<file path="src/rtl/xge_axi_pkg.sv">
// Shared widths, state encoding and tuser packing for the XGE MAC <-> AXI64 bridges.
package xge_axi_pkg;
    localparam int XGE_DATA_W    = 64;
    localparam int XGE_MOD_W     = 3;
    localparam int AXI_TUSER_W   = 4;
    localparam int TUSER_ERR_BIT = 3;
    // One buffer entry: {tlast, tuser, tdata}
    localparam int BUF_W         = 1 + AXI_TUSER_W + XGE_DATA_W;

    typedef enum logic {
        IDLE   = 1'b0,
        IN_PKT = 1'b1
    } rx_state_t;

    function automatic logic [AXI_TUSER_W-1:0] eop_tuser(
        input logic                 eop,
        input logic                 err,
        input logic [XGE_MOD_W-1:0] mod
    );
        logic [AXI_TUSER_W-1:0] t;
        t = '0;
        if (eop) begin
            t[XGE_MOD_W-1:0] = mod;
            t[TUSER_ERR_BIT] = err;
        end
        return t;
    endfunction
endpackage

</file>
<file path="src/rtl/axi64_rx_buffer.sv">
// Small show-ahead FIFO holding {tlast, tuser, tdata}; exposes registered occupancy
// so the parent can issue MAC reads only when an in-flight word is guaranteed room.
module axi64_rx_buffer
    import xge_axi_pkg::*;
#(
    parameter int DEPTH = 4,
    parameter int W     = BUF_W
) (
    input  logic                       i_clk,
    input  logic                       i_rst,
    input  logic                       i_push,
    input  logic [W-1:0]               i_din,
    input  logic                       i_pop,
    output logic [W-1:0]               o_dout,
    output logic [$clog2(DEPTH):0]     o_count
);
    localparam int AW = $clog2(DEPTH);
    localparam int CW = AW + 1;

    logic [W-1:0]  r_mem [DEPTH];
    logic [AW-1:0] r_wptr;
    logic [AW-1:0] r_rptr;
    logic [CW-1:0] r_count;
    logic          w_pop;

    assign w_pop   = i_pop && (r_count != '0);
    assign o_dout  = r_mem[r_rptr];
    assign o_count = r_count;

    // Storage carries data only, so it is left out of reset.
    always_ff @(posedge i_clk) begin
        if (i_push) begin
            r_mem[r_wptr] <= i_din;
        end
    end

    always_ff @(posedge i_clk or posedge i_rst) begin
        if (i_rst) begin
            r_wptr  <= '0;
            r_rptr  <= '0;
            r_count <= '0;
        end else begin
            if (i_push) begin
                r_wptr <= r_wptr + AW'(1);
            end
            if (w_pop) begin
                r_rptr <= r_rptr + AW'(1);
            end
            case ({i_push, w_pop})
                2'b10:   r_count <= r_count + CW'(1);
                2'b01:   r_count <= r_count - CW'(1);
                default: r_count <= r_count;
            endcase
        end
    end
endmodule

</file>
<file path="src/rtl/xge64_to_axi64_rx.sv">
// XGE MAC RX FIFO to 64-bit AXI-Stream master: credit-gated MAC reads, framing FSM
// that drops orphan words, and frame/error counters.
module xge64_to_axi64_rx
    import xge_axi_pkg::*;
#(
    parameter int DEPTH = 4,
    parameter int CNT_W = 32
) (
    input  logic                   xgmii_clk,
    input  logic                   xgmii_reset,
    input  logic                   pkt_rx_avail,
    output logic                   pkt_rx_ren,
    input  logic [XGE_DATA_W-1:0]  pkt_rx_data,
    input  logic                   pkt_rx_val,
    input  logic                   pkt_rx_sop,
    input  logic                   pkt_rx_eop,
    input  logic [XGE_MOD_W-1:0]   pkt_rx_mod,
    input  logic                   pkt_rx_err,
    output logic [XGE_DATA_W-1:0]  rx_axis_tdata,
    output logic [AXI_TUSER_W-1:0] rx_axis_tuser,
    output logic                   rx_axis_tlast,
    output logic                   rx_axis_tvalid,
    input  logic                   rx_axis_tready,
    output logic [CNT_W-1:0]       rx_pkt_cnt,
    output logic [CNT_W-1:0]       rx_err_cnt
);
    localparam int CW = $clog2(DEPTH) + 1;

    rx_state_t         r_state;
    rx_state_t         w_state_nxt;
    logic              r_ren_q;
    logic              r_orphan;
    logic [CNT_W-1:0]  r_pkt_cnt;
    logic [CNT_W-1:0]  r_err_cnt;

    logic [CW-1:0]     w_count;
    logic              w_room;
    logic              w_write;
    logic              w_eop_wr;
    logic              w_orphan;
    logic              w_sop_in_pkt;
    logic              w_tvalid;
    logic              w_pop;
    logic [BUF_W-1:0]  w_din;
    logic [BUF_W-1:0]  w_dout;

    // A word requested last cycle still needs a slot, hence ren_q in the credit sum.
    assign w_room     = (w_count + CW'(r_ren_q)) < CW'(DEPTH);
    assign pkt_rx_ren = !xgmii_reset && w_room && ((r_state == IN_PKT) || pkt_rx_avail);

    assign w_write      = pkt_rx_val && ((r_state == IN_PKT) || pkt_rx_sop);
    assign w_eop_wr     = w_write && pkt_rx_eop;
    assign w_orphan     = pkt_rx_val && (r_state == IDLE) && !pkt_rx_sop;
    assign w_sop_in_pkt = pkt_rx_val && (r_state == IN_PKT) && pkt_rx_sop;

    assign w_din = {pkt_rx_eop, eop_tuser(pkt_rx_eop, pkt_rx_err, pkt_rx_mod), pkt_rx_data};

    assign w_tvalid = (w_count != '0);
    assign w_pop    = w_tvalid && rx_axis_tready;

    axi64_rx_buffer #(
        .DEPTH (DEPTH),
        .W     (BUF_W)
    ) u_buf (
        .i_clk   (xgmii_clk),
        .i_rst   (xgmii_reset),
        .i_push  (w_write),
        .i_din   (w_din),
        .i_pop   (w_pop),
        .o_dout  (w_dout),
        .o_count (w_count)
    );

    // Outputs read as zero when empty so stale entries never leak onto the bus.
    assign rx_axis_tvalid = w_tvalid;
    assign rx_axis_tdata  = w_tvalid ? w_dout[XGE_DATA_W-1:0] : '0;
    assign rx_axis_tuser  = w_tvalid ? w_dout[XGE_DATA_W +: AXI_TUSER_W] : '0;
    assign rx_axis_tlast  = w_tvalid ? w_dout[BUF_W-1] : 1'b0;
    assign rx_pkt_cnt     = r_pkt_cnt;
    assign rx_err_cnt     = r_err_cnt;

    always_comb begin
        w_state_nxt = r_state;
        if (pkt_rx_val) begin
            case (r_state)
                IDLE:    if (pkt_rx_sop && !pkt_rx_eop) w_state_nxt = IN_PKT;
                IN_PKT:  if (pkt_rx_eop) w_state_nxt = IDLE;
                default: w_state_nxt = IDLE;
            endcase
        end
    end

    always_ff @(posedge xgmii_clk or posedge xgmii_reset) begin
        if (xgmii_reset) begin
            r_state <= IDLE;
            r_ren_q <= 1'b0;
        end else begin
            r_state <= w_state_nxt;
            r_ren_q <= pkt_rx_ren;
        end
    end

    // r_orphan marks an orphan run in progress so only its first word is counted.
    always_ff @(posedge xgmii_clk or posedge xgmii_reset) begin
        if (xgmii_reset) begin
            r_orphan  <= 1'b0;
            r_pkt_cnt <= '0;
            r_err_cnt <= '0;
        end else begin
            if (w_orphan) begin
                r_orphan <= 1'b1;
            end else if (w_eop_wr) begin
                r_orphan <= 1'b0;
            end
            r_pkt_cnt <= r_pkt_cnt + CNT_W'(w_eop_wr);
            r_err_cnt <= r_err_cnt + CNT_W'(w_orphan && !r_orphan)
                                   + CNT_W'(w_sop_in_pkt)
                                   + CNT_W'(w_eop_wr && pkt_rx_err);
        end
    end
endmodule
</file>
<file path="config.mk">
export PLATFORM = sky130hd
export DESIGN_NAME = xge64_to_axi64_rx
export DESIGN_NICKNAME = d
export VERILOG_FILES = /design/src/rtl/xge_axi_pkg.sv /design/src/rtl/axi64_rx_buffer.sv /design/src/rtl/xge64_to_axi64_rx.sv
export SDC_FILE = /design/constraint.sdc
export NUM_CORES = 1
export LEC_CHECK = 0
export BUFFER_PORTS_ARGS = -buffer_cell sky130_fd_sc_hd__buf_2
export CAP_MARGIN = 30
export CORE_UTILIZATION = 40
export DETAILED_ROUTE_END_ITERATION = 8
export GPL_TIMING_DRIVEN = 0
export HOLD_SLACK_MARGIN = 0.05
export PLACE_DENSITY = 0.69
export SYNTH_ARGS = -nofsm -noshare
export SYNTH_HDL_FRONTEND = slang
export SYNTH_HIERARCHICAL = 1
export SYNTH_SLANG_ARGS = --single-unit
</file>
<file path="constraint.sdc">
create_clock -name xgmii_clk -period 3.4 [get_ports xgmii_clk]
set_clock_uncertainty 0.15 [all_clocks]
set_input_delay 0.34 -clock xgmii_clk [delete_from_list [all_inputs] [get_ports xgmii_clk]]
set_output_delay 0.34 -clock xgmii_clk [all_outputs]
set_load 0.01 [all_outputs]
</file>
# Word-level counts from Yosys, hierarchy flattened
# Memory sizes are Yosys's and may differ from the RTL's.
# Cells that the tools add are included.
# word_totals
out_inout_bits,135
ram_bits,276
memories,1
ff_bits,74
# mem_list
name,words,width,rd,rd_ports_with_merged_regs,write_ports,line,text
u_buf.r_mem,4,69,1,0,1,axi64_rx_buffer.sv:20,logic [W-1:0] r_mem [DEPTH];
# op_classes
bitwise,1
eq_ne,2
magnitude_cmp,1
muxes,12
add_sub_neg,9
reduce_logical,22
# op_table
op,n
$add 32x1->32,4
$mux 64,1
$logic_and 1x1->1,13
$mux 4,2
$mux 1,7
$pmux 3 s2,1
$add 2x1->2 const B,2
$logic_not 1->1,4
$reduce_bool 2->1,2
$add 3x1->3,1
$add 3x1->3 const B,1
$lt 3x3->1 const B,1
$reduce_bool 3->1,1
$sub 3x1->3 const B,1
$eq 2x1->1 const B,1
$eq 2x2->1 const B,1
$logic_or 1x1->1,2
$pmux 1 s2,1
$not 1->1,1

# Longest topological paths before layout
# Gate-level depths: netlist (run 1).
# logic_depth
ltp_word,7
depth_mapped,11

# Modules after synthesis
# The synthesis (run 1) kept the hierarchy.
# by_module_without_submodules
mod,n_inst,area_each_um2,cells_each,seq_area_each_um2
axi64_rx_buffer,1,10432.5,397,8463.1
xge64_to_axi64_rx,1,3613.5,353,1676.6

# Least setup slack after synthesis (run 1)
# Ideal clock, no wire load.
# synth_path
path_kind,register to register
from,register r_state
to,"memory u_buf/r_mem[0][0] (netlist bit), enable pin"
required_ns,2.816
arrival_time_ns,2.474
setup_slack_ns,0.341
n_path_buf,0
path_stages_with_launch,4
period_less_slack_ns,3.059
setup_time_ns,0.434
cell_sequence,dfrtp_1 nor2_1 nor2b_1 and2_1
# synth_via
elab_chain_len,4
# synth_lines
item,line,text
start: declaration,xge64_to_axi64_rx.sv:29,rx_state_t r_state;
start signal: assignment,xge64_to_axi64_rx.sv:98,r_state <= w_state_nxt;
$logic_or 1x1->1,xge64_to_axi64_rx.sv:51,assign w_write = pkt_rx_val && ((r_state == IN_PKT) || pkt_rx_sop);
$logic_and 1x1->1,xge64_to_axi64_rx.sv:51,
named net w_write,xge64_to_axi64_rx.sv:38,logic w_write;
$mux 1,axi64_rx_buffer.sv:32,if (i_push) begin
$mux 1 (implied by the code),axi64_rx_buffer.sv:33,r_mem[r_wptr] <= i_din;
end: declaration,axi64_rx_buffer.sv:20,
# The timed path passes the listed nets, and every way through them passes these cells.

# Worst setup path after layout (run 1)
# layout_path
from,input pkt_rx_val
to,"register r_err_cnt[22], in the netlist rx_err_cnt[22]"
# layout_lines
item,line,text
start: declaration,xge64_to_axi64_rx.sv:14,"input logic pkt_rx_val,"
$logic_and 1x1->1,xge64_to_axi64_rx.sv:51,
named net w_write,xge64_to_axi64_rx.sv:38,
$logic_and 1x1->1,xge64_to_axi64_rx.sv:52,assign w_eop_wr = w_write && pkt_rx_eop;
$logic_and 1x1->1,xge64_to_axi64_rx.sv:118,+ CNT_W'(w_eop_wr && pkt_rx_err);
$add 32x1->32,xge64_to_axi64_rx.sv:118,
end signal: assignment,xge64_to_axi64_rx.sv:116,r_err_cnt <= r_err_cnt + CNT_W'(w_orphan && !r_orphan)
end: declaration,xge64_to_axi64_rx.sv:34,logic [CNT_W-1:0] r_err_cnt;
# The timed path passes the listed nets, and every way through them passes these cells.
# A chain may end at the register's enable or synchronous reset.

==> results of run 1 <==
[per-stage QoR]
step / utilization [%] / TNS [ps]
finish: 51.60 / 0
global route: 51.59 / 0
CTS: 51.57 / 0
detailed placement: 45.69 / -979.0
global placement: 45.34 / -360060
floorplan: - / 0
[how the worst max path moves through the flow]
stage	to	slack (ps)	depth (start not counted)
2_1_floorplan	u_buf/r_mem[0][0]	340	3
3_3_place_gp	u_buf/r_mem[3][46]	-1320	3
3_5_place_dp	rx_err_cnt[30]	-150	11
4_1_cts	u_buf/o_count[2]	50	11
5_1_grt	rx_err_cnt[30]	60	13
6_report	rx_err_cnt[22]	270	13
[kinds of logic (layout without fill, tap and decap cells)]
kind of cell | after synthesis | in the layout | share of synthesized area, %
other | 0 | 3 | 0
flip-flops | 350 | 350 | 72.19
adder cells (fa/ha/maj) | 12 | 12 | 1.229
XOR/XNOR | 67 | 67 | 4.178
AND/OR/NAND/NOR | 205 | 205 | 8.970
buffers and inverters | 40 | 394 | 2.004
AO/OA/AOI/OAI | 6 | 6 | 0.2672
multiplexers | 70 | 70 | 11.16
[critical path, stage by stage]
cell	delay (ps)
dlygate4sd3_1	530
buf_2	160
nor2b_2	400
nand2_1	120
fa_1	440
inv_1	60
ha_1	180
fa_1	270
nand2_1	130
nor4_4	260
buf_4	210
nand4_1	120
xnor2_1	140
[state kept, by name (all words and copies together), names as in the netlist]
| register | cells |
|---|---|
| rx_err_cnt | 32 |
| r_state | 1 |
| r_ren_q | 1 |
| u_buf/r_mem | 276 |
| rx_pkt_cnt | 32 |
| u_buf/r_wptr | 2 |
| u_buf/o_count | 3 |
| u_buf/r_rptr | 2 |
| r_orphan | 1 |
[metal layers]
metal  vias up  track usage, %  routed length, um
met5         -               0                 27
met4         4           4.498                515
met3        54           4.374               1942
met2       229           26.06              13510
met1      3896           21.86              12760
li1       3546               -                  -
[power groups by stage]
stage	Combinational (mW)	Clock [mW]	Sequential [mW]
6_report	4.07	4.27	5.46
5_1_grt	4.45	4.54	5.51
4_1_cts	4.18	4.38	5.46
3_5_place_dp	4.10	0	5.54
3_3_place_gp	3.99	0	5.58
2_1_floorplan	2.62	0	5.55
[what timing repair did]
item	CTS	global route
setup endpoints to repair	8	9
pin swaps	0	1
resized for setup	1	0
buffers inserted	0	1
endpoints found under the hold margin	345	0
hold buffers	71	0
[layout make-up]
class / instances / area [sq um] / share of cell area [%]
tap: 455 / 569.3 / 3.194
inverter: 13 / 51.30 / 0.2878
buffer: 26 / 229.0 / 1.284
clock buffer: 49 / 1056 / 5.924
timing repair buffer: 285 / 1874 / 10.51
multi-input combinational: 360 / 3637 / 20.40
clock inverter: 21 / 261.5 / 1.467
antenna: 3 / 7.507 / 0.04211
sequential: 350 / 10140 / 56.88
[cell usage in the layout, fill, tap and decap left out, types with 19 or more instances in the layout]
cell type / Yosys / layout
nand4_1: 22 / 22
and2_1: 82 / 78
clkbuf_16: 0 / 41
buf_2: 8 / 217
edfxtp_1: 276 / 276
dlygate4sd3_1: 0 / 71
mux4_2: 68 / 68
xnor2_1: 49 / 49
nand3_1: 32 / 32
nand2_1: 19 / 19
dfrtp_1: 74 / 74
==> qor_table.md, run 1 <==
| Metric | Value |
| --- | --- |
| Run status | complete, no violations |
| Leakage | 6.841 nW |
| Die Footprint | 35,870 sq um |
| DRC violation total after the first TritonRoute iteration | 405 |
| Worst slew margin | 45.59% |
| Synthesized flop and latch total | 350 |
| Final setup vio count | 0 |
| Most frequent cells after synthesis | edfxtp_1 (276), and2_1 (82), dfrtp_1 (74), mux4_2 (68), xnor2_1 (49) |
| Design area | 17,830 sq um |
| First-pass GRT wire length | 45.15 mm |
| Vertical die dimension | 189.4 um |
| Power Internal | 9.914 mW |
| Number of buffers on the longest clock path | 3 |
| Total standard cell area after synthesis | 14,050 sq um |
| CTS Root Cell | clkbuf_16 |
| Fraction of synthesized cell area taken by the top area cell type | 59.01% |
| Final worst-path cycle share | 91.94% |
| Setup repair after global routing missed its margin | false |
| Clock buffer count from CTS | 39 |
| Fin Hold WS | 71.04 ps |
| Power density cells | 774.0 nW/um^2 |
| Cell with the most instances after synthesis | edfxtp_1 |
| Source-to-sink clock delay at the later pin of the worst-skew pair | 510 ps |
| Clock H-tree levels | 2 |
| Filler-free cell count of the finished design | 1,562 |
| Terminating pin of the worst hold path | u_buf/r_mem[0][68] |
| Final worst path period need | 3126 ps |
| Maximum fanout count along the critical path | 10 |
| Clock-pin slew on the worst setup and hold paths | 50 ps |
| Switching power of the nets | 3.883 mW |
| Overall routed net length | 28.76 mm |
| CP Data Arrival Time | 3370 ps |
| I/O pin total | 210 |
| DRC viols | 0 |
| Fraction of layout cells with a size suffix above 1 | 33.33% |
| Avg Cell Area, Syn | 18.73 sq um |
| Synthesized net count | 837 |
| Least-Margin Pin Slew | 816.1 ps |
| Area growth, synth to finish | 26.91% |
| Average wire per standard cell | 18.41 um |
| Critical Path Source | pkt_rx_val |
| YS warnings | 6 |
| Number of instances in the synthesized netlist | 750 |
| Width of the die | 189.4 um |
| CTS tree | done |
| HP Class | in2reg |
| Share of power burned in combinational logic | 29.5% |
| Initial antenna violation count | 3 |
| Largest net degree at the start of global routing | 68 |
| Routed Antenna Nets | 0 |
| # port buffers | 209 |
| Power after layout | 13.80 mW |
| Kind of end point of the critical path | register |
| Synth area leaders | edfxtp_1 (59%), dfrtp_1 (13%), mux4_2 (11%) |
| R2R cell count | 10 |
| Post-synthesis cell type with the largest combined area | edfxtp_1 |
| Initial standard-cell utilization of the core | 40.66% |
| Final weighted congestion in routability-driven placement | 0.7705 |
| Pins Over Slew Limit | 0 |
| HPWL reported at the end of detailed placement | 17.89 mm |
| Post-Place Setup Slack | -145.6 ps |
| Origin of the worst min-delay path | pkt_rx_eop |
| Placement row count | 68 |
| Setup slack of the most critical reg-to-reg path | 330 ps |
| Clock sink total | 350 |
| Instance count after placement with tap cells included | 1,418 |
| Cell depth of the worst hold path | 1 |
| Required time at the endpoint of the critical path | 3640 ps |
| Ratio of routed vias to standard cells | 4.948 |
| Total global-route track usage | 16.27% |
| Total count of hold-check failures in the final report | 0 |
| Clock network fraction of design power | 30.9% |
| Launching point of the worst reg2reg path | u_buf/o_count[2] |
| Fraction of power consumed by sequential logic | 39.6% |
| Number of enable flip-flop cells after synthesis | 276 |
| Overflow left after global routing | 0 |
| Number of different library cells in the post-synthesis netlist | 39 |
| Maximum frequency from static timing analysis | 319.9 MHz |
| Worst R2R End | u_buf/o_count[2] |
| Final-stage net count | 1,162 |
| Number of inserted filler cells in the final layout | 2,856 |
| Critical Path Start Type | primary input |
| VDD IR max | 0.4478 mV |
| Register area share after synthesis | 72.19% |
| Detailed-routing iteration count for the pre-antenna-repair pass | 4 |
| MaxCap Viol Count | 0 |
| Worst setup path category | in2reg |
| Total cell area at the placement stage | 15,780 sq um |
| Final worst setup slack | 274.2 ps |
| Async S/R FF share, synth | 21.14% |
| Number of global-route vias before repair | 8,185 |
| Vias | 7,729 |
| Fraction of power spent switching nets | 28.14% |
| Floorplan core area | 34,540 sq um |
| Commonest register cell after synthesis | edfxtp_1 |
Note: power is estimated with default switching activity, not from simulation.
==> run 2, diff against run 1 <==
--- a/config.mk
+++ b/config.mk
@@ -5,13 +5,14 @@
 export SDC_FILE = /design/constraint.sdc
 export NUM_CORES = 1
 export LEC_CHECK = 0
+export ABC_AREA = 1
 export BUFFER_PORTS_ARGS = -buffer_cell sky130_fd_sc_hd__buf_2
 export CAP_MARGIN = 30
 export CORE_UTILIZATION = 40
 export DETAILED_ROUTE_END_ITERATION = 8
 export GPL_TIMING_DRIVEN = 0
 export HOLD_SLACK_MARGIN = 0.05
-export PLACE_DENSITY = 0.69
+export PLACE_DENSITY = 0.71
 export SYNTH_ARGS = -nofsm -noshare
 export SYNTH_HDL_FRONTEND = slang
 export SYNTH_HIERARCHICAL = 1
==> constraint.sdc (replaced) <==
create_clock -name xgmii_clk -period 2.5 [get_ports xgmii_clk]
set_clock_uncertainty 0.15 [all_clocks]
set_input_delay 0.25 -clock xgmii_clk [delete_from_list [all_inputs] [get_ports xgmii_clk]]
set_output_delay 0.25 -clock xgmii_clk [all_outputs]
set_load 0.01 [all_outputs]
==> run 2 against run 1 <==
  * The flow now finishes with violations (negative setup slack)
  * Synthesized cell count rose by 100%
  * Critical path type is now reg2reg
  * Count of clock-buffer cells in the layout rose by 9
  * Non-clock buffer count up 49
  * Synthesized area rose by 12%
  * Cell area increased by 12%
  * Die area is 12% higher
  * Core utilization fell by 0.13 points
  * Cell count up 54%
  * Power increased by 47%
  * Critical path depth grew 1
==> qor_table.md, run 2 <==
| Metric | Value |
| --- | --- |
| Power Internal | 13.10 mW |
| Width of the die | 200.0 um |
| Floorplan core area | 38,650 sq um |
| DRC viols | 0 |
| Area growth, synth to finish | 26.81% |
| Async S/R FF share, synth | 21.14% |
| Power density cells | 1022 nW/um^2 |
| Placement row count | 72 |
| Synth area leaders | edfxtp_1 (53%), dfrtp_1 (12%), nand2_1 (10%) |
| Most common library cell in the layout ignoring fill and taps | nand2_1 |
| Total global-route track usage | 19.34% |
| DRC violation total after the first TritonRoute iteration | 518 |
| Routed Antenna Nets | 0 |
| Fraction of layout cells with a size suffix above 1 | 20.91% |
| Required time at the endpoint of the critical path | 2780 ps |
| Worst setup path category | reg2reg |
| Maximum frequency from static timing analysis | 399.8 MHz |
| Commonest register cell after synthesis | edfxtp_1 |
| Synthesized net count | 1,584 |
| I/O pin total | 210 |
| Pins Over Slew Limit | 0 |
| Most frequent cells after synthesis | nand2_1 (416), edfxtp_1 (276), inv_1 (263), nor2_1 (148), o211ai_1 (138) |
| Clock H-tree levels | 2 |
| # port buffers | 209 |
| Most flop-heavy register | u_buf/r_mem |
| Fraction of synthesized cell area taken by the top area cell type | 52.83% |
| R2R cell count | 14 |
| Vias | 11,350 |
| Share of power burned in combinational logic | 37.2% |
| Most used cells in the layout excluding fill and tap cells | nand2_1 (413), edfxtp_1 (276), inv_1 (255), buf_2 (214), o211ai_1 (138) |
| Worst R2R End | rx_err_cnt[24] |
| Clock network fraction of design power | 26.4% |
| Clock sink total | 350 |
| Critical Path Start Type | register |
| Final setup vio count | 1 |
| Cell with the most instances after synthesis | nand2_1 |
| HP Class | in2async |
| Worst slew margin | 59.83% |
| Total count of hold-check failures in the final report | 0 |
| Overflow left after global routing | 0 |
| Final worst-path cycle share | 100.0% |
| Final weighted congestion in routability-driven placement | 0.9180 |
| Fraction of power spent switching nets | 35.53% |
| Ratio of routed vias to standard cells | 4.732 |
| Maximum fanout count along the critical path | 5 |
| MaxCap Viol Count | 0 |
| Final worst path period need | 2501 ps |
| Run status | complete, but fails checks |
| Overall routed net length | 38.27 mm |
| Avg Cell Area, Syn | 10.48 sq um |
| Power after layout | 20.32 mW |
| Source-to-sink clock delay at the later pin of the worst-skew pair | 540 ps |
| Clock-pin slew on the worst setup and hold paths | 60 ps |
| Total standard cell area after synthesis | 15,690 sq um |
| CTS tree | done |
| Clock buffer count from CTS | 40 |
| Number of buffers on the longest clock path | 3 |
| Kind of end point of the critical path | register |
| Critical Path Source | r_state |
| Violated checks | negative setup slack |
| Number of flip-flops under the largest register name | 276 |
| Number of different library cells in the post-synthesis netlist | 28 |
| Number of instances in the synthesized netlist | 1,497 |
| Setup repair after global routing missed its margin | true |
| End point of the critical path | rx_err_cnt[24] |
| YS warnings | 6 |
| Number of enable flip-flop cells after synthesis | 276 |
| VDD IR max | 0.7644 mV |
| Final-stage net count | 1,933 |
| Initial antenna violation count | 7 |
| Aggregate negative setup slack | -1.042 ps |
| Post-synthesis cell type with the largest combined area | edfxtp_1 |
| Launching point of the worst reg2reg path | r_state |
| Initial standard-cell utilization of the core | 40.59% |
| Number of global-route vias before repair | 11,140 |
| Least-Margin Pin Slew | 602.5 ps |
| HPWL reported at the end of detailed placement | 25.21 mm |
| Vertical die dimension | 200.0 um |
| Fraction of power consumed by sequential logic | 36.4% |
| Setup slack of the most critical reg-to-reg path | -1 ps |
| Die Footprint | 40,010 sq um |
| Average wire per standard cell | 15.96 um |
| Synthesized flop and latch total | 350 |
| CTS Root Cell | clkbuf_16 |
| Leakage | 8.842 nW |
| Detailed-routing iteration count for the pre-antenna-repair pass | 5 |
| Post-Place Setup Slack | -533.5 ps |
| Largest net degree at the start of global routing | 69 |
| Register area share after synthesis | 64.64% |
| Switching power of the nets | 7.220 mW |
| Final worst setup slack | -1.042 ps |
| First-pass GRT wire length | 59.14 mm |
| CP Data Arrival Time | 2780 ps |
==> run 2: changes by cell type after synthesis, moves of 26 or more <==
cell      delta
inv_1      +250
nand3b_1    +26
nor2_1     +135
xnor2_1     -37
and2_1      -81
o211ai_1   +138
mux4_2      -68
nand2_1    +397
==> run 2: layout make-up <==
type	count	area [sq um]
fill	3316	18750
sequential	350	10140
multi-input combinational	829	4324
timing repair buffer	307	2096
clock buffer	58	1111
inverter	265	1027
tap	518	648.1
buffer	53	452.9
clock inverter	13	81.33
antenna	5	12.51
==> run 2: power by group through the flow <==
stage	registers (mW)	clock network, mW	logic [mW]
6_report	7.40	5.37	7.55
3_5_place_dp	7.49	0	7.09
3_3_place_gp	7.51	0	6.88
2_1_floorplan	7.49	0	4.27
4_1_cts	7.39	5.53	7.46
5_1_grt	7.46	5.77	8.45
==> run 2: logic make-up (layout without fill, tap and decap cells) <==
family | count (synthesis) | count (layout) | synth area share (%)
buffers and inverters | 318 | 696 | 8.454
AO/OA/AOI/OAI | 145 | 145 | 6.835
adder cells (fa/ha/maj) | 12 | 12 | 1.101
AND/OR/NAND/NOR | 639 | 639 | 17.08
other | 0 | 5 | 0
XOR/XNOR | 33 | 33 | 1.890
flip-flops | 350 | 350 | 64.64
==> run 2: what timing repair did <==
item / CTS / global route
gates cloned: 0 / 0
hold endpoints to repair: 356 / 0
pin swaps: 4 / 11
gates resized for setup: 48 / 43
hold buffers: 78 / 0
setup endpoints to repair: 117 / 104
setup buffers: 6 / 6
==> run 2: how the worst min path moves through the flow <==
stage,startpoint,to,slack [ps],depth (start not counted)
4_1_cts,xgmii_reset,u_buf/r_wptr[1],60,3
3_3_place_gp,xgmii_reset,u_buf/o_count[2],60,2
3_5_place_dp,xgmii_reset,u_buf/o_count[2],80,2
2_1_floorplan,xgmii_reset,u_buf/o_count[0],-100,1
6_report,xgmii_reset,u_buf/o_count[0],110,3
5_1_grt,xgmii_reset,u_buf/o_count[0],100,3
==> run 2: layer usage <==
metal	track usage, %	vias to the layer above	part of all wire (%)
met5	0	-	0.055
li1	-	5562	-
met2	33.15	358	49
met3	5.192	58	7.4
met4	5.259	4	1.8
met1	24.01	5365	42
==> run 2: worst max-delay path, stage by stage (launching register included) <==
cell and delay [ps]:
dfrtp_1 400, o21ai_2 190, inv_2 70, nand2_2 70, fa_1 380, inv_1 80, ha_2 200, fa_2 250
nand3_4 120, inv_4 100, nand2_4 50, nor2_4 170, nand2_1 80, nand2_1 50, nand2_1 40
==> run 2: stage by stage <==
step	utilization [%]	area [sq um]	hold slack (ps)	std cells
2_1_floorplan	-	15710	-96.60	1497
3_3_place_gp	45.02	17400	55.25	2224
3_5_place_dp	45.46	17570	81.78	2232
4_1_cts	51.00	19710	64.60	2387
5_1_grt	51.47	19890	99.22	2397
6_report	51.47	19890	111.3	2398
==> run 3, diff against run 2 <==
--- a/config.mk
+++ b/config.mk
@@ -12,7 +12,7 @@
 export DETAILED_ROUTE_END_ITERATION = 8
 export GPL_TIMING_DRIVEN = 0
 export HOLD_SLACK_MARGIN = 0.05
-export PLACE_DENSITY = 0.71
+export PLACE_DENSITY = 0.65
 export SYNTH_ARGS = -nofsm -noshare
 export SYNTH_HDL_FRONTEND = slang
 export SYNTH_HIERARCHICAL = 1
==> run 3 against run 2 <==
  * Cell count rose by 0.46%
  * Clock power increased by 2%
  * Largest cell class unchanged
  * The run ends with design-rule violations, negative setup slack left
  * Hold slack better by 100 ps
  * Sequential share of layout area fell by 0.43 points
  * Cell area is 0.85% higher
  * Routed wire length hardly changed
  * Setup slack lost 22 ps
  * Power is 0.84% higher
  * Sequential cell count unchanged
  * Critical path depth up 1
  * First-iteration DRC count fell by 20%
  * Highest routed layer unchanged
  * Via count fell by 0.72%
==> qor_table.md, run 3 (synthesis gave the netlist of run 2 again) <==
| Metric | Value |
| --- | --- |
| Source-to-sink clock delay at the later pin of the worst-skew pair | 560 ps |
| Total global-route track usage | 19.34% |
| DRC violation total after the first TritonRoute iteration | 416 |
| I/O pin total | 210 |
| Final worst setup slack | -23.36 ps |
| Die Footprint | 40,010 sq um |
| CTS tree | done |
| End point of the critical path | rx_err_cnt[26] |
| Number of global-route vias before repair | 11,100 |
| Setup slack of the most critical reg-to-reg path | -20 ps |
| Routed Antenna Nets | 0 |
| Fraction of layout cells with a size suffix above 1 | 21.83% |
| Pins Over Slew Limit | 0 |
| Overall routed net length | 38.23 mm |
| Worst setup path category | in2reg |
| Clock buffer count from CTS | 40 |
| Placement row count | 72 |
| Worst slew margin | 58.79% |
| Vertical die dimension | 200.0 um |
| Area growth, synth to finish | 27.88% |
| # port buffers | 209 |
| Power density cells | 1021 nW/um^2 |
| Filler-free cell count of the finished design | 2,409 |
| Final weighted congestion in routability-driven placement | 0.8699 |
| Final worst-path cycle share | 100.9% |
| HP Class | in2async |
| MaxCap Viol Count | 0 |
| Total count of hold-check failures in the final report | 0 |
| Uppermost metal layer occupied by signal nets | met5 |
| Largest net degree at the start of global routing | 69 |
| VDD IR max | 0.7263 mV |
| R2R cell count | 13 |
| Initial antenna violation count | 7 |
| Final worst path period need | 2523 ps |
| CP Data Arrival Time | 2820 ps |
| Most flop-heavy register | u_buf/r_mem |
| Number of buffers on the longest clock path | 3 |
| Kind of end point of the critical path | register |
| Fin Hold WS | 212.4 ps |
| Final setup vio count | 8 |
| Ratio of routed vias to standard cells | 4.676 |
| Floorplan core area | 38,650 sq um |
| CTS Root Cell | clkbuf_16 |
| Least-Margin Pin Slew | 618.2 ps |
| Instance count after placement with tap cells included | 2,232 |
| Number of flip-flops under the largest register name | 276 |
| Critical Path Start Type | primary input |
| Overflow left after global routing | 0 |
| Run status | complete, but fails checks |
| Width of the die | 200.0 um |
| Critical Path Source | pkt_rx_eop |
| Average wire per standard cell | 15.87 um |
| Number of inserted filler cells in the final layout | 3,445 |
| Setup repair after global routing missed its margin | true |
| Maximum frequency from static timing analysis | 396.3 MHz |
| Met2 wire len | 18.31 mm |
| Most used cells in the layout excluding fill and tap cells | nand2_1 (412), edfxtp_1 (276), inv_1 (256), buf_2 (218), nor2_1 (141) |
| Final-stage net count | 1,945 |
| Most common library cell in the layout ignoring fill and taps | nand2_1 |
| Detailed route wirelength on metal3 | 2.529 mm |
| Violated checks | design-rule violations, negative setup slack |
| DRC viols | 1 |
| Vias | 11,270 |
| Initial standard-cell utilization of the core | 40.59% |
| Required time at the endpoint of the critical path | 2800 ps |
| Maximum fanout count along the critical path | 5 |
| Leakage | 8.919 nW |
| Worst R2R End | rx_err_cnt[26] |
| Detailed-routing iteration count for the pre-antenna-repair pass | 7 |
| Launching point of the worst reg2reg path | r_state |
| First-pass GRT wire length | 58.83 mm |
| Met1 Routed Length | 16.42 mm |
| Clock H-tree levels | 2 |
| Clock sink total | 350 |
| HPWL reported at the end of detailed placement | 25.20 mm |
| Power after layout | 20.49 mW |
| Clock-pin slew on the worst setup and hold paths | 70 ps |
## run 3: power breakdown
group | total [mW] | switching [mW] | internal, mW
Combinational | 7.61 | 4.69 | 2.92
Sequential | 7.39 | 0.299 | 7.09
Clock | 5.50 | 2.31 | 3.19
Total | 20.5 | 7.30 | 13.2
## run 3: area by class of cell
| cell class | count | area (sq um) | share of cell area (%) |
|---|---|---|---|
| antenna | 4 | 10.01 | 0.04989 |
| buffer | 53 | 481.7 | 2.401 |
| clock buffer | 50 | 1081 | 5.389 |
| clock inverter | 21 | 155.1 | 0.7734 |
| inverter | 265 | 1027 | 5.120 |
| multi-input combinational | 829 | 4302 | 21.44 |
| sequential | 350 | 10140 | 50.54 |
| tap | 518 | 648.1 | 3.231 |
| timing repair buffer | 317 | 2202 | 10.98 |
| timing repair inverter | 2 | 15.01 | 0.07484 |
## run 3: metrics by stage
stage                     setup slack (ps)  instance area [sq um]  setup TNS (ps)  util, %
after detailed placement            -386.5                  17570           -9973    45.46
after global routing                -176.3                  20060           -1361    51.91
after global placement               -1055                  17400         -325090    45.02
after CTS                           -2.645                  19790          -5.864    51.21
after floorplan                      27.66                  15710               0        -
final                               -23.36                  20060          -117.2    51.91
## run 3: worst min-delay path by stage
stage,startpoint,slack (ps),endpoint
finish,xgmii_reset,210,r_orphan
detailed placement,xgmii_reset,100,u_buf/o_count[2]
CTS,pkt_rx_data[60],260,u_buf/r_mem[1][60]
global placement,xgmii_reset,70,u_buf/o_count[2]
floorplan,xgmii_reset,-100,u_buf/o_count[0]
global route,xgmii_reset,260,r_orphan
## run 3: critical path, cell delays in order
cell and delay (ps):
dlygate4sd3_1 530, buf_4 150, nand2_1 60, inv_1 110, nand2_2 70, fa_1 540
inv_1 50, ha_2 190, fa_2 370, nand3_4 140, nor2_2 70, nand2_2 90
inv_1 60, nand3b_1 80, nand2_1 60
## run 3: metal layers
metal	track usage [%]	vias up
li1	-	5594
met1	24.01	5310
met2	32.83	289
met3	5.242	66
met4	5.909	6
met5	0	-
## run 3: timing repair
item,in CTS,in global routing
cloned,1,1
setup buffers,8,12
hold buffers,80,0
hold endpoints to repair,356,0
gates resized for setup,44,60
pin swaps,6,11
endpoints found under the setup margin,156,154
